## src/rtl/toplevel_engine.sv

```systemverilog
// toplevel_engine: three-program engine over a 256 x 8 data memory.
//   Program 1 Hamming-encodes 15 messages, program 2 SECDED-decodes 15 words,
//   program 3 counts 5-bit pattern hits in a 32-byte string.
// Modules in this file:
//   engine_mem      - 256 x 8 memory, two async read ports, two sync write
//                     ports (port a writes a byte pair addr/addr+1, port b a byte)
//   engine_dp       - per-program address generation, compute and counters
//   toplevel_engine - sequencing FSM, program selector, item index
// Top ports:
//   CLK   in  system clock
//   RESET in  synchronous active-high reset
//   START in  request to run the next program
//   DONE  out high in FIN until START is next sampled high

module engine_mem (
    input  logic        clk,
    input  logic [7:0]  rd_addr_a,
    output logic [7:0]  rd_data_a,
    input  logic [7:0]  rd_addr_b,
    output logic [7:0]  rd_data_b,
    input  logic        wr_en_a,
    input  logic [7:0]  wr_addr_a,
    input  logic [15:0] wr_data_a,
    input  logic        wr_en_b,
    input  logic [7:0]  wr_addr_b,
    input  logic [7:0]  wr_data_b
);
    logic [7:0] core [0:255];

    assign rd_data_a = core[rd_addr_a];
    assign rd_data_b = core[rd_addr_b];

    // Port a stores a little-endian byte pair; every result the programs
    // emit in pairs starts on an even address.
    always_ff @(posedge clk) begin
        if (wr_en_a) begin
            core[wr_addr_a]         <= wr_data_a[7:0];
            core[wr_addr_a + 8'd1]  <= wr_data_a[15:8];
        end
        if (wr_en_b) begin
            core[wr_addr_b] <= wr_data_b;
        end
    end
endmodule

module engine_dp (
    input  logic       clk,
    input  logic       rst,
    input  logic       run,
    input  logic [1:0] psel,
    input  logic [4:0] idx
);
    logic [7:0]  rd_addr_a, rd_addr_b, rd_data_a, rd_data_b;
    logic        wr_en_a, wr_en_b;
    logic [7:0]  wr_addr_a, wr_addr_b, wr_data_b;
    logic [15:0] wr_data_a;
    logic [7:0]  two_i;
    logic [7:0]  ctb_q, ctb_d, cto_q, cto_d, cts_q, cts_d, prev_q, prev_d;
    logic [2:0]  n_in, n_cross;
    logic        last;

    engine_mem dm (
        .clk       (clk),
        .rd_addr_a (rd_addr_a),
        .rd_data_a (rd_data_a),
        .rd_addr_b (rd_addr_b),
        .rd_data_b (rd_data_b),
        .wr_en_a   (wr_en_a),
        .wr_addr_a (wr_addr_a),
        .wr_data_a (wr_data_a),
        .wr_en_b   (wr_en_b),
        .wr_addr_b (wr_addr_b),
        .wr_data_b (wr_data_b)
    );

    function automatic logic [15:0] hamming_enc(input logic [11:1] d);
        logic p8, p4, p2, p1, p0;
        p8 = ^d[11:5];
        p4 = (^d[11:8]) ^ (^d[4:2]);
        p2 = d[11] ^ d[10] ^ d[7] ^ d[6] ^ d[4] ^ d[3] ^ d[1];
        p1 = d[11] ^ d[9] ^ d[7] ^ d[5] ^ d[4] ^ d[2] ^ d[1];
        p0 = (^d) ^ p8 ^ p4 ^ p2 ^ p1;
        return {d[11:5], p8, d[4:2], p4, d[1], p2, p1, p0};
    endfunction

    function automatic logic [15:0] secded_dec(input logic [15:0] w_in);
        logic [15:0] w;
        logic [3:0]  s;
        logic        p;
        logic [4:0]  status;
        w = w_in;
        s = 4'd0;
        for (int k = 1; k < 16; k++) begin
            if (w[k]) s = s ^ k[3:0];
        end
        p = ^w;
        if (p) begin
            status = 5'b01000;
            // S == 0 with odd parity means only the overall parity bit flipped.
            if (s != 4'd0) w[s] = ~w[s];
        end else if (s == 4'd0) begin
            status = 5'b00000;
        end else begin
            status = 5'b10000;
        end
        return {status, w[15:9], w[7:5], w[3]};
    endfunction

    function automatic logic [2:0] count_inbyte(input logic [7:0] b, input logic [4:0] pat);
        logic [2:0] n;
        n = 3'd0;
        for (int k = 0; k < 4; k++) begin
            if (b[k +: 5] == pat) n = n + 3'd1;
        end
        return n;
    endfunction

    // Windows starting at bits 4..7 of {prev, cur} straddle the byte boundary.
    function automatic logic [2:0] count_cross(input logic [15:0] pair, input logic [4:0] pat);
        logic [2:0] n;
        n = 3'd0;
        for (int k = 4; k < 8; k++) begin
            if (pair[k +: 5] == pat) n = n + 3'd1;
        end
        return n;
    endfunction

    assign two_i = {2'b00, idx, 1'b0};
    assign last  = (idx == 5'd31);

    // Program 3 reads the current byte on port a and the pattern on port b;
    // the previous byte is carried in prev_q for the crossing windows.
    always_comb begin
        rd_addr_a = two_i;
        rd_addr_b = two_i + 8'd1;
        case (psel)
            2'd2: begin
                rd_addr_a = 8'd64 + two_i;
                rd_addr_b = 8'd65 + two_i;
            end
            2'd3: begin
                rd_addr_a = 8'd128 + {3'b000, idx};
                rd_addr_b = 8'd160;
            end
            default: ;
        endcase
    end

    always_comb begin
        wr_en_a   = 1'b0;
        wr_addr_a = 8'd0;
        wr_data_a = 16'd0;
        wr_en_b   = 1'b0;
        wr_addr_b = 8'd0;
        wr_data_b = 8'd0;
        n_in      = 3'd0;
        n_cross   = 3'd0;
        ctb_d     = 8'd0;
        cto_d     = 8'd0;
        cts_d     = 8'd0;
        prev_d    = prev_q;
        case (psel)
            2'd1: begin
                wr_en_a   = run;
                wr_addr_a = 8'd30 + two_i;
                wr_data_a = hamming_enc({rd_data_b[2:0], rd_data_a});
            end
            2'd2: begin
                wr_en_a   = run;
                wr_addr_a = 8'd94 + two_i;
                wr_data_a = secded_dec({rd_data_b, rd_data_a});
            end
            2'd3: begin
                n_in    = count_inbyte(rd_data_a, rd_data_b[4:0]);
                n_cross = (idx != 5'd0) ? count_cross({prev_q, rd_data_a}, rd_data_b[4:0]) : 3'd0;
                if (run) begin
                    ctb_d  = ctb_q + {5'd0, n_in};
                    cto_d  = cto_q + {7'd0, (n_in != 3'd0)};
                    cts_d  = cts_q + {5'd0, n_in} + {5'd0, n_cross};
                    prev_d = rd_data_a;
                end
                wr_en_a   = run && last;
                wr_addr_a = 8'd192;
                wr_data_a = {cto_d, ctb_d};
                wr_en_b   = run && last;
                wr_addr_b = 8'd194;
                wr_data_b = cts_d;
            end
            default: ;
        endcase
    end

    always_ff @(posedge clk) begin
        if (rst) begin
            ctb_q  <= 8'd0;
            cto_q  <= 8'd0;
            cts_q  <= 8'd0;
            prev_q <= 8'd0;
        end else begin
            ctb_q  <= ctb_d;
            cto_q  <= cto_d;
            cts_q  <= cts_d;
            prev_q <= prev_d;
        end
    end
endmodule

// state | meaning
// IDLE  | after reset, waiting for START
// ARMED | START seen, waiting for it to drop
// RUN   | processing one item per cycle
// FIN   | run complete, DONE high until START
module toplevel_engine (
    input  logic CLK,
    input  logic RESET,
    input  logic START,
    output logic DONE
);
    typedef enum logic [1:0] {IDLE, ARMED, RUN, FIN} state_t;

    state_t     state_q, state_d;
    logic [1:0] psel_q, psel_d;
    logic [4:0] idx_q, idx_d;
    logic       done_q, done_d;
    logic [4:0] last_idx;
    logic       run;

    // Writes are blocked on a reset edge so a mid-run reset leaves only the
    // items already completed.
    assign run      = (state_q == RUN) && !RESET;
    assign last_idx = (psel_q == 2'd3) ? 5'd31 : 5'd14;
    assign DONE     = done_q;

    always_comb begin
        state_d = state_q;
        psel_d  = psel_q;
        idx_d   = idx_q;
        case (state_q)
            IDLE:  if (START) state_d = ARMED;
            ARMED: begin
                if (!START) begin
                    state_d = RUN;
                    idx_d   = 5'd0;
                end
            end
            RUN: begin
                if (idx_q == last_idx) begin
                    state_d = FIN;
                    idx_d   = 5'd0;
                    psel_d  = (psel_q == 2'd3) ? 2'd1 : psel_q + 2'd1;
                end else begin
                    idx_d = idx_q + 5'd1;
                end
            end
            FIN:   if (START) state_d = ARMED;
            default: state_d = IDLE;
        endcase
        done_d = (state_d == FIN);
    end

    always_ff @(posedge CLK) begin
        if (RESET) begin
            state_q <= IDLE;
            psel_q  <= 2'd1;
            idx_q   <= 5'd0;
            done_q  <= 1'b0;
        end else begin
            state_q <= state_d;
            psel_q  <= psel_d;
            idx_q   <= idx_d;
            done_q  <= done_d;
        end
    end

    engine_dp dp (
        .clk  (CLK),
        .rst  (RESET),
        .run  (run),
        .psel (psel_q),
        .idx  (idx_q)
    );
endmodule

```

## config.mk

```make
export PLATFORM = sky130hd
export DESIGN_NAME = toplevel_engine
export DESIGN_NICKNAME = d
export VERILOG_FILES = /design/src/rtl/toplevel_engine.sv
export SDC_FILE = /design/constraint.sdc
export NUM_CORES = 1
export LEC_CHECK = 0
export BUFFER_PORTS_ARGS = -buffer_cell sky130_fd_sc_hd__buf_2
export CAP_MARGIN = 30
export CORE_UTILIZATION = 35
export CTS_CLUSTER_SIZE = 40
export DETAILED_ROUTE_END_ITERATION = 8
export PLACE_DENSITY = 0.57
export SYNTH_ARGS = -nofsm -noshare
export SYNTH_HDL_FRONTEND = slang
export SYNTH_SLANG_ARGS = --single-unit
```

## constraint.sdc

```tcl
create_clock -name CLK -period 2.9 [get_ports CLK]
set_input_delay 0.435 -clock CLK [delete_from_list [all_inputs] [get_ports CLK]]
set_output_delay 0.435 -clock CLK [all_outputs]
set_load 0.005 [all_outputs]
```

## Yosys cells after proc, flatten, opt, wreduce, memory -nomap -nowiden

Index checks and enable logic that the tools add are counted.

| word-level totals | value |
|---|---|
| bits in registers | 10 |
| latch bits | 0 |
| bits in writable memories | 0 |
| memory bits (read-only) | 0 |
| bits of input ports | 3 |
| memories kept | 0 |

| cells by class | value |
|---|---|
| add/subtract/negate cells | 2 |
| multiply operators | 0 |
| div/mod/pow operators | 0 |
| $lt $le $gt $ge | 0 |
| equal/unequal tests | 7 |
| shift-type cells | 0 |
| multiplexer cells | 9 |
| bitwise gates (word level) | 0 |
| reduce and logical (&&, ||, !) cells | 5 |

Operators with widths:

| operator | count |
|---|---|
| $mux 5 | 3 |
| $pmux 5 s2 | 1 |
| $eq 2x2->1 const B | 4 |
| $mux 2 | 4 |
| $pmux 2 s3 | 1 |
| $add 5x1->5 const B | 1 |
| $eq 5x5->1 | 1 |
| $reduce_and 2->1 | 2 |
| $add 2x1->2 const B | 1 |
| $eq 2x1->1 const B | 1 |
| $logic_not 2->1 | 1 |
| $ne 2x2->1 const B | 1 |
| $reduce_bool 2->1 | 1 |
| $reduce_or 2->1 | 1 |

## Logic depth before layout (Yosys ltp)

Gate-level depths: netlist (run 1).

| depth | value |
|---|---|
| depth after elaboration | 6 |
| mapped depth | 7 |

## Least setup slack after synthesis (run 1)

OpenSTA, ideal clock, no wires.

| timing path | value |
|---|---|
| path type | reg2reg |
| start point | register psel_q[0] |
| end point | register idx_q[1] |
| arrival | 1.344 ns |
| data required time | 2.783 ns |
| setup slack | 1.439 ns |
| cell stages (with the launch flop) | 6 |
| buffers on the path | 0 |
| cell sequence | dfxtp_1 -> ha_1 -> or3_4 -> a21oi_4 -> nor3_1 -> a22o_1 |

| on the way | value |
|---|---|
| word-level cells in the longest chain between the ends | 5 |

RTL lines:

| what | RTL line | RTL |
|---|---|---|
| start: declaration | 222 | `logic [1:0] psel_q, psel_d;` |
| start signal: assignment | 269 | `psel_q <= psel_d;` |
| $eq 2x2->1 | n/a |  |
| $mux 5 | 231 | `assign last_idx = (psel_q == 2'd3) ? 5'd31 : 5'd14;` |
| $eq 5x5->1 | 247 | `if (idx_q == last_idx) begin` |
| $mux 5 | 247 |  |
| $pmux 5 s2 | 238 | `case (state_q)` |
| end signal: assignment | 270 | `idx_q <= idx_d;` |
| end: declaration | 223 | `logic [4:0] idx_q, idx_d;` |

Every way passes these cells.
A chain may end at the register's enable or synchronous reset.

## Worst setup path in the final report (run 1)

| timing path | value |
|---|---|
| start point | register psel_q[0] |
| end point | register state_q[0] |

| on the way | value |
|---|---|
| word-level cells in the longest chain between the ends | 5 |

RTL lines:

| what | RTL line | RTL |
|---|---|---|
| $eq 2x2->1 | n/a |  |
| $mux 5 | 231 |  |
| $eq 5x5->1 | 247 |  |
| $mux 2 | 247 |  |
| $pmux 2 s3 | 238 |  |
| end signal: assignment | 268 | `state_q <= state_d;` |
| end: declaration | 221 | `state_t state_q, state_d;` |

Every way passes these cells.

==> results of run 1 <==
==> worst reg2reg max path, delay by kind of cell, from the launching register on <==
kind	cells	cell delay, ns
flops	1	0.33
fa+ha+maj	1	0.22
compound gates	2	0.46
simple gates	2	0.47
==> placed cells by master, fill, tap and decap left out, types with 2 or more instances in the layout <==
cell      synthesis  layout
dfxtp_1          10      10
nand2_1           5       5
nor2_1            5       5
ha_1              5       5
nand3_1           4       4
inv_1             3       3
a21oi_1           3       3
a22o_1            3       3
clkbuf_4          0       3
buf_2             0       3
mux2i_1           2       2
nor2b_1           2       2
xnor2_1           2       2
a31oi_1           2       2
==> per-layer routing <==
| layer | part of all wire (%) | global-route usage [%] |
|---|---|---|
| met3 | 3.5 | 3.913 |
| met2 | 47 | 24.38 |
| met5 | 0 | 0 |
| met1 | 47 | 15.63 |
| met4 | 2.6 | 9.677 |
==> registers in the layout, indices dropped and copies added (netlist names) <==
signal and count:
idx_q 5, state_q 2, DONE 1, psel_q 2
==> kinds of logic after synthesis <==
| kind of cell | Yosys count |
|---|---|
| adders and majority gates | 5 |
| xor gates and xnor gates | 2 |
| AOI/OAI and AO/OA | 14 |
| DFF | 10 |
| muxes | 2 |
| and+or+nand+nor | 22 |
| buffers and inverters | 5 |
==> path summary, 6_finish.rpt <==
kind	slack (ns)	start	cells after the start	endpoint
min reg2reg	0.54	psel_q[1]	2	psel_q[1]
max	1.34	psel_q[0]	5	state_q[0]
max reg2reg	1.34	psel_q[0]	5	state_q[0]
min	0.46	RESET	2	state_q[0]
==> metrics by stage <==
step	std cells	total power (uW)
after floorplan	60	254.1
after global placement	77	272.7
after detailed placement	77	272.7
after CTS	81	406.9
after global routing	81	434.6
final	81	404.4
==> power by group through the flow <==
| stage | Clock, uW | Sequential, uW | Combinational, uW |
|---|---|---|---|
| after floorplan | 0 | 163 | 90.9 |
| after global placement | 0 | 166 | 107 |
| after detailed placement | 0 | 166 | 107 |
| after CTS | 135 | 163 | 109 |
| after global routing | 142 | 165 | 127 |
| final | 130 | 163 | 111 |
==> final cells by class <==
cell class | count | area (um2) | area share, %
clock buffer | 4 | 36.28 | 5.882
inverter | 3 | 11.26 | 1.826
multi-input combinational | 45 | 334.1 | 54.16
sequential | 10 | 200.2 | 32.45
tap | 16 | 20.02 | 3.245
timing repair buffer | 3 | 15.01 | 2.434
==> run_results.csv, run 1 <==
group,metric,value,unit
timing,timing.slew.headroom,73.72,%
critical_path,crit_path_max_incr_delay,0.34,ns
yosys,syn_area_per_cell,9.301,um2
critical_path,required,3.09,ns
clock_tree,cts_buffers,3,
timing,slew_violations,0,
pwr,power_density,655.6,nW/um2
timing,worst_slew_pin_slew,0.3911,ns
placement,placed_area,580.6,um2
clock_tree,post_cts_resized,0,
pwr,power.switching,132.4,uW
critical_path,critical-path-slowest-cell,"or3_4",
drt,ant_nets,0,
critical_path,path_max_fanout,6,
drt,drtIter0Drc,20,
floorplan,die_x,41.93,um
yosys,synth_edf_count,0,
placement,dp_hpwl,711.5,um
final_layout,area_delta_synth_final,10.54,%
timing,setup_slack,1.343,ns
yosys,muxShareOfSynthArea,3.587,%
drt,wire_per_inst,12.75,um
drt,drtPass1Iterations,4,
clock_tree,worstSkewPairLatency,0.27,ns
critical_path,worstPathArrival,1.75,ns
pwr,pwr-share-clk,32.2,%
final_layout,fin_area,616.8,um2
worst_hold_path,hold_path.class,"input port to register",
critical_path,end_kind,"register",
yosys,yosysWarnings,0,
critical_path,crit_family,"simple AND/OR/NAND/NOR gates",
floorplan,core_area,1489,um2
yosys,seq_area_frac_synth,35.87,%
yosys,yosys.area_share.xor_xnor,3.139,%
yosys,synth_cell_types,26,
drt,vias_per_cell,5.580,
clock_tree,ctsHoldBuffers,0,
yosys,yosys-top-cells-area,"dfxtp_1 36%, ha_1 11%, a22o_1 4.7%",
timing,fin_crit,1.557,ns
status,status,"finished, final reports clean",
flow_run,cap_violations,0,
yosys,synth_top_family_by_area,"simple AND/OR/NAND/NOR gates",
critical_path,worstSetupPathType,"register to register",
yosys,netlist.area_leader.share,35.87,%
drt,wl,1033,um
placement,gp_congestion,0.7222,
floorplan,num_rows,14,
grt,grt_max_degree,12,
pwr,leakagePower,0.0002347,uW
timing,finClkSkew,0.004939,ns
clock_tree,cts_root_buffer,"clkbuf_4",
yosys,synth_compound_area_share,20.40,%
pwr,peakVddDrop,0.3249,mV
yosys,syn-num-nets,68,
timing,hold_viol,0,
pwr,p_sw_share,32.73,%
floorplan,die_area,1758,um2
critical_path,cp_num_buf_inv,0,
placement,dp_worst_setup_slack,1.345,ns
critical_path,cp-start-kind,"register",
grt,grt_remaining_overflow,0,
critical_path,cp_cell_sequence,"ha_1, or3_4, a21oi_4, nand2_1, a221oi_2",
final_layout,antennaDiodeCount,0,
timing,fin_crit_sh,53.69,%
grt,first_global_vias,440,
timing,timing.fmax,642.2,MHz
yosys,ys_ff_latch,10,
pwr,internal_power,272.0,uW
final_layout,drive_gt1_share,15.38,%
drt,drc,0,
timing,setup_violations,0,
grt,grt_pass1_wl,1863,um
placement,io_buffers,3,
pwr,p_seq_share,40.4,%
grt,grt_usage,14.47,%
yosys,synthesis.area,558.0,um2
floorplan,start_util,37.48,%
floorplan,die_h,41.93,um
yosys,postSynthCellCount,60,
yosys,synthAdderAreaFrac,11.21,%
grt,antenna_found_initial,0,
timing,rsz0062_at_grt,"false",
clock_tree,post-cts-setup-buffer-count,0,
yosys,synth_top_area_cell,"dfxtp_1",
timing,hold_slack,0.4565,ns
yosys,postSynth.asyncResetShare,0,%
final_layout,nNetsFinal,74,
yosys,yosys.cell_count.top_type,"dfxtp_1",
pwr,pwr-share-comb,27.4,%
yosys,yosys.area_share.simple,21.52,%
yosys,synth_common_cells,"10 x dfxtp_1, 5 x ha_1, 5 x nand2_1, 5 x nor2_1, 4 x nand3_1",
clock_tree,clock-sinks,10,
timing,finalSetupTns,0,ns
final_layout,final_util,41.43,%
clock_tree,clk_transition_reported_paths,0.07,ns
clock_tree,clk_path_buf_depth,2,
floorplan,ios,4,
yosys,ys.flop_type,"dfxtp_1",
clock_tree,htree_num_levels,1,
drt,vias,452,
final_layout,nFillCells,138,
clock_tree,cts_tree,"done",
(Power assumes the default switching activity.)
==> run 2: changes to the inputs <==
- PLACE_DENSITY: 0.57 -> 0.59
- clock period: 2.9 -> 1.38 ns (I/O delays scaled with it)
==> run 2 against run 1 <==
Combinational power rose by 140%. Clock skew fell by 0.0038 ns. The flow now finishes with violations (negative setup slack). First-iteration DRC count is 55% lower. Flip-flop and latch count stayed put. Largest power group unchanged. Hold slack worse by 0.23 ns.
==> run_results.csv, run 2 (same netlist as run 1, synthesis figures left out) <==
group,metric,value,unit
clock_tree,worstSkewPairLatency,0.27,ns
placement,dp.cells,86,
timing,finClkSkew,0.001134,ns
pwr,power_density,1146,nW/um2
drt,wl,1008,um
timing,hold_viol,0,
critical_path,reg2reg_from,"psel_q[0]",
timing,finalSetupTns,-0.2147,ns
pwr,p_seq_share,42.1,%
placement,placed_area,670.6,um2
final_layout,regArea,203.9,um2
clock_tree,clock-sinks,10,
critical_path,end_kind,"register",
pwr,leakagePower,0.0002823,uW
timing,fin_crit_sh,104.2,%
floorplan,core_area,1489,um2
clock_tree,cts_root_buffer,"clkbuf_4",
worst_hold_path,hold_path.class,"input port to register",
floorplan,start_util,37.48,%
timing,setup_slack,-0.05794,ns
worst_hold_path,min_path_cells,2,
floorplan,die_h,41.93,um
grt,grt_remaining_overflow,0,
worst_hold_path,min_to,"state_q[0]",
critical_path,reg2reg_slack,-0.06,ns
drt,wire_per_inst,11.20,um
timing,setup_violations,5,
drt,vias_per_cell,5.144,
grt,first_global_vias,469,
grt,grt_usage,14.08,%
floorplan,die_area,1758,um2
timing,timing.slew.headroom,85.51,%
critical_path,cp-start-kind,"register",
critical_path,worstSetupPathType,"register to register",
critical_path,cp_cell_sequence,"ha_4, or3_4, a21oi_4, nor3_2, a22o_1",
clock_tree,clk_transition_reported_paths,0.06,ns
critical_path,crit_family,"compound AO/OA/AOI/OAI gates",
critical_path,worstPathArrival,1.60,ns
pwr,pwr-share-comb,32.6,%
timing,fin_crit,1.438,ns
final_layout,mostFrequentLayoutCells,"10 x buf_4, 7 x dfxtp_1",
drt,vias,463,
critical_path,crit_path_max_incr_delay,0.34,ns
grt,grt_pass1_wl,1828,um
final_layout,largest_reg_flops,5,
clock_tree,cts_tree,"done",
drt,ant_nets,0,
placement,gp_congestion,0.7439,
pwr,pwr-share-clk,25.3,%
timing,timing.fmax,695.4,MHz
timing,worst_slew_pin_slew,0.2162,ns
pwr,internal_power,541.7,uW
worst_hold_path,min_from,"RESET",
floorplan,die_x,41.93,um
critical_path,critical-path-slowest-cell,"dfxtp_2",
clock_tree,htree_num_levels,1,
drt,drc,0,
timing,hold_slack,0.2221,ns
floorplan,ios,4,
placement,dp_hpwl,773.8,um
final_layout,layout_commonest_cell,"buf_4",
critical_path,path_max_fanout,6,
status,violations,"negative setup slack",
grt,antenna_found_initial,0,
final_layout,max_flop_register,"idx_q",
final_layout,nFillCells,136,
critical_path,required,1.54,ns
final_layout,drive_gt1_share,35.14,%
final_layout,nNetsFinal,84,
final_layout,fin_area,704.4,um2
final_layout,antennaDiodeCount,0,
status,status,"complete, but fails checks",
pwr,power.switching,265.3,uW
timing,slew_violations,0,
pwr,peakVddDrop,0.6041,mV
floorplan,num_rows,14,
flow_run,cap_violations,0,
final_layout,area_delta_synth_final,26.23,%
timing,rsz0062_at_grt,"true",
clock_tree,clk_path_buf_depth,2,
critical_path,cp_num_buf_inv,0,
clock_tree,cts_buffers,3,
drt,drtIter0Drc,9,
placement,io_buffers,3,
pwr,total_power,807.0,uW
critical_path,rr_worst_depth,5,
final_layout,top_regs,"idx_q (5), psel_q (2), state_q (2)",
final_layout,multi_input_area,356.6,um2
critical_path,reg2reg_to,"idx_q[1]",
final_layout,final-instance-count-excl-fill,90,
grt,grt_max_degree,10,
drt,drtPass1Iterations,4,
pwr,p_sw_share,32.88,%
-- run 2: cell count changes in the layout (fill, tap and decap cells not counted) --
cell,delta
dfxtp_1,-3
dfxtp_2,+3
nor2_1,-1
nor3_2,+1
nand2_2,+1
nand2_1,-1
ha_1,-1
clkbuf_8,-1
ha_4,+1
nor2_2,+1
nor3_1,-1
buf_4,+10
-- run 2: layout make-up --
cell class | instances | share of cell area [%]
multi-input combinational | 45 | 50.62
sequential | 10 | 28.95
timing repair buffer | 13 | 12.79
clock buffer | 3 | 3.197
tap | 16 | 2.842
inverter | 3 | 1.599
-- run 2: worst max path at each step --
stage | start | slack, ns | to | cells past startpoint
after floorplan | psel_q[1] | -0.006 | idx_q[1] | 5
after global placement | psel_q[0] | -0.08 | psel_q[1] | 5
after detailed placement | psel_q[1] | -0.10 | psel_q[1] | 5
after CTS | psel_q[0] | -0.09 | psel_q[1] | 5
after global routing | psel_q[0] | -0.16 | psel_q[1] | 5
final | psel_q[0] | -0.06 | idx_q[1] | 5
-- run 2: power by group through the flow --
stage,Combinational (uW),Clock [uW],Sequential (uW)
final,263,204,340
after global placement,262,0,343
after CTS,262,207,337
after detailed placement,262,0,343
after floorplan,195,0,343
after global routing,303,220,347
-- run 2: routing by layer --
metal / track usage (%) / up-vias / wire length [um]
li1: - / 245 / -
met1: 16.39 / 208 / 499
met2: 22.19 / 6 / 455
met3: 2.609 / 4 / 21
met4: 11.61 / 0 / 32
met5: 0 / - / 0
-- run 2: per-stage QoR --
stage | worst slack, ns | util [%]
6_report | -0.05794 | 47.31
5_1_grt | -0.1586 | 47.31
4_1_cts | -0.09119 | 47.06
3_5_place_dp | -0.1043 | 45.04
3_3_place_gp | -0.08058 | 45.04
2_1_floorplan | -0.006438 | -
-- run 2: repair_timing --
action | CTS | global route
endpoints found under the setup margin | 7 | 9
resized for setup | 0 | 2
pin swaps | 3 | 1
hold buffers | 0 | 0
buffers inserted | 1 | 0
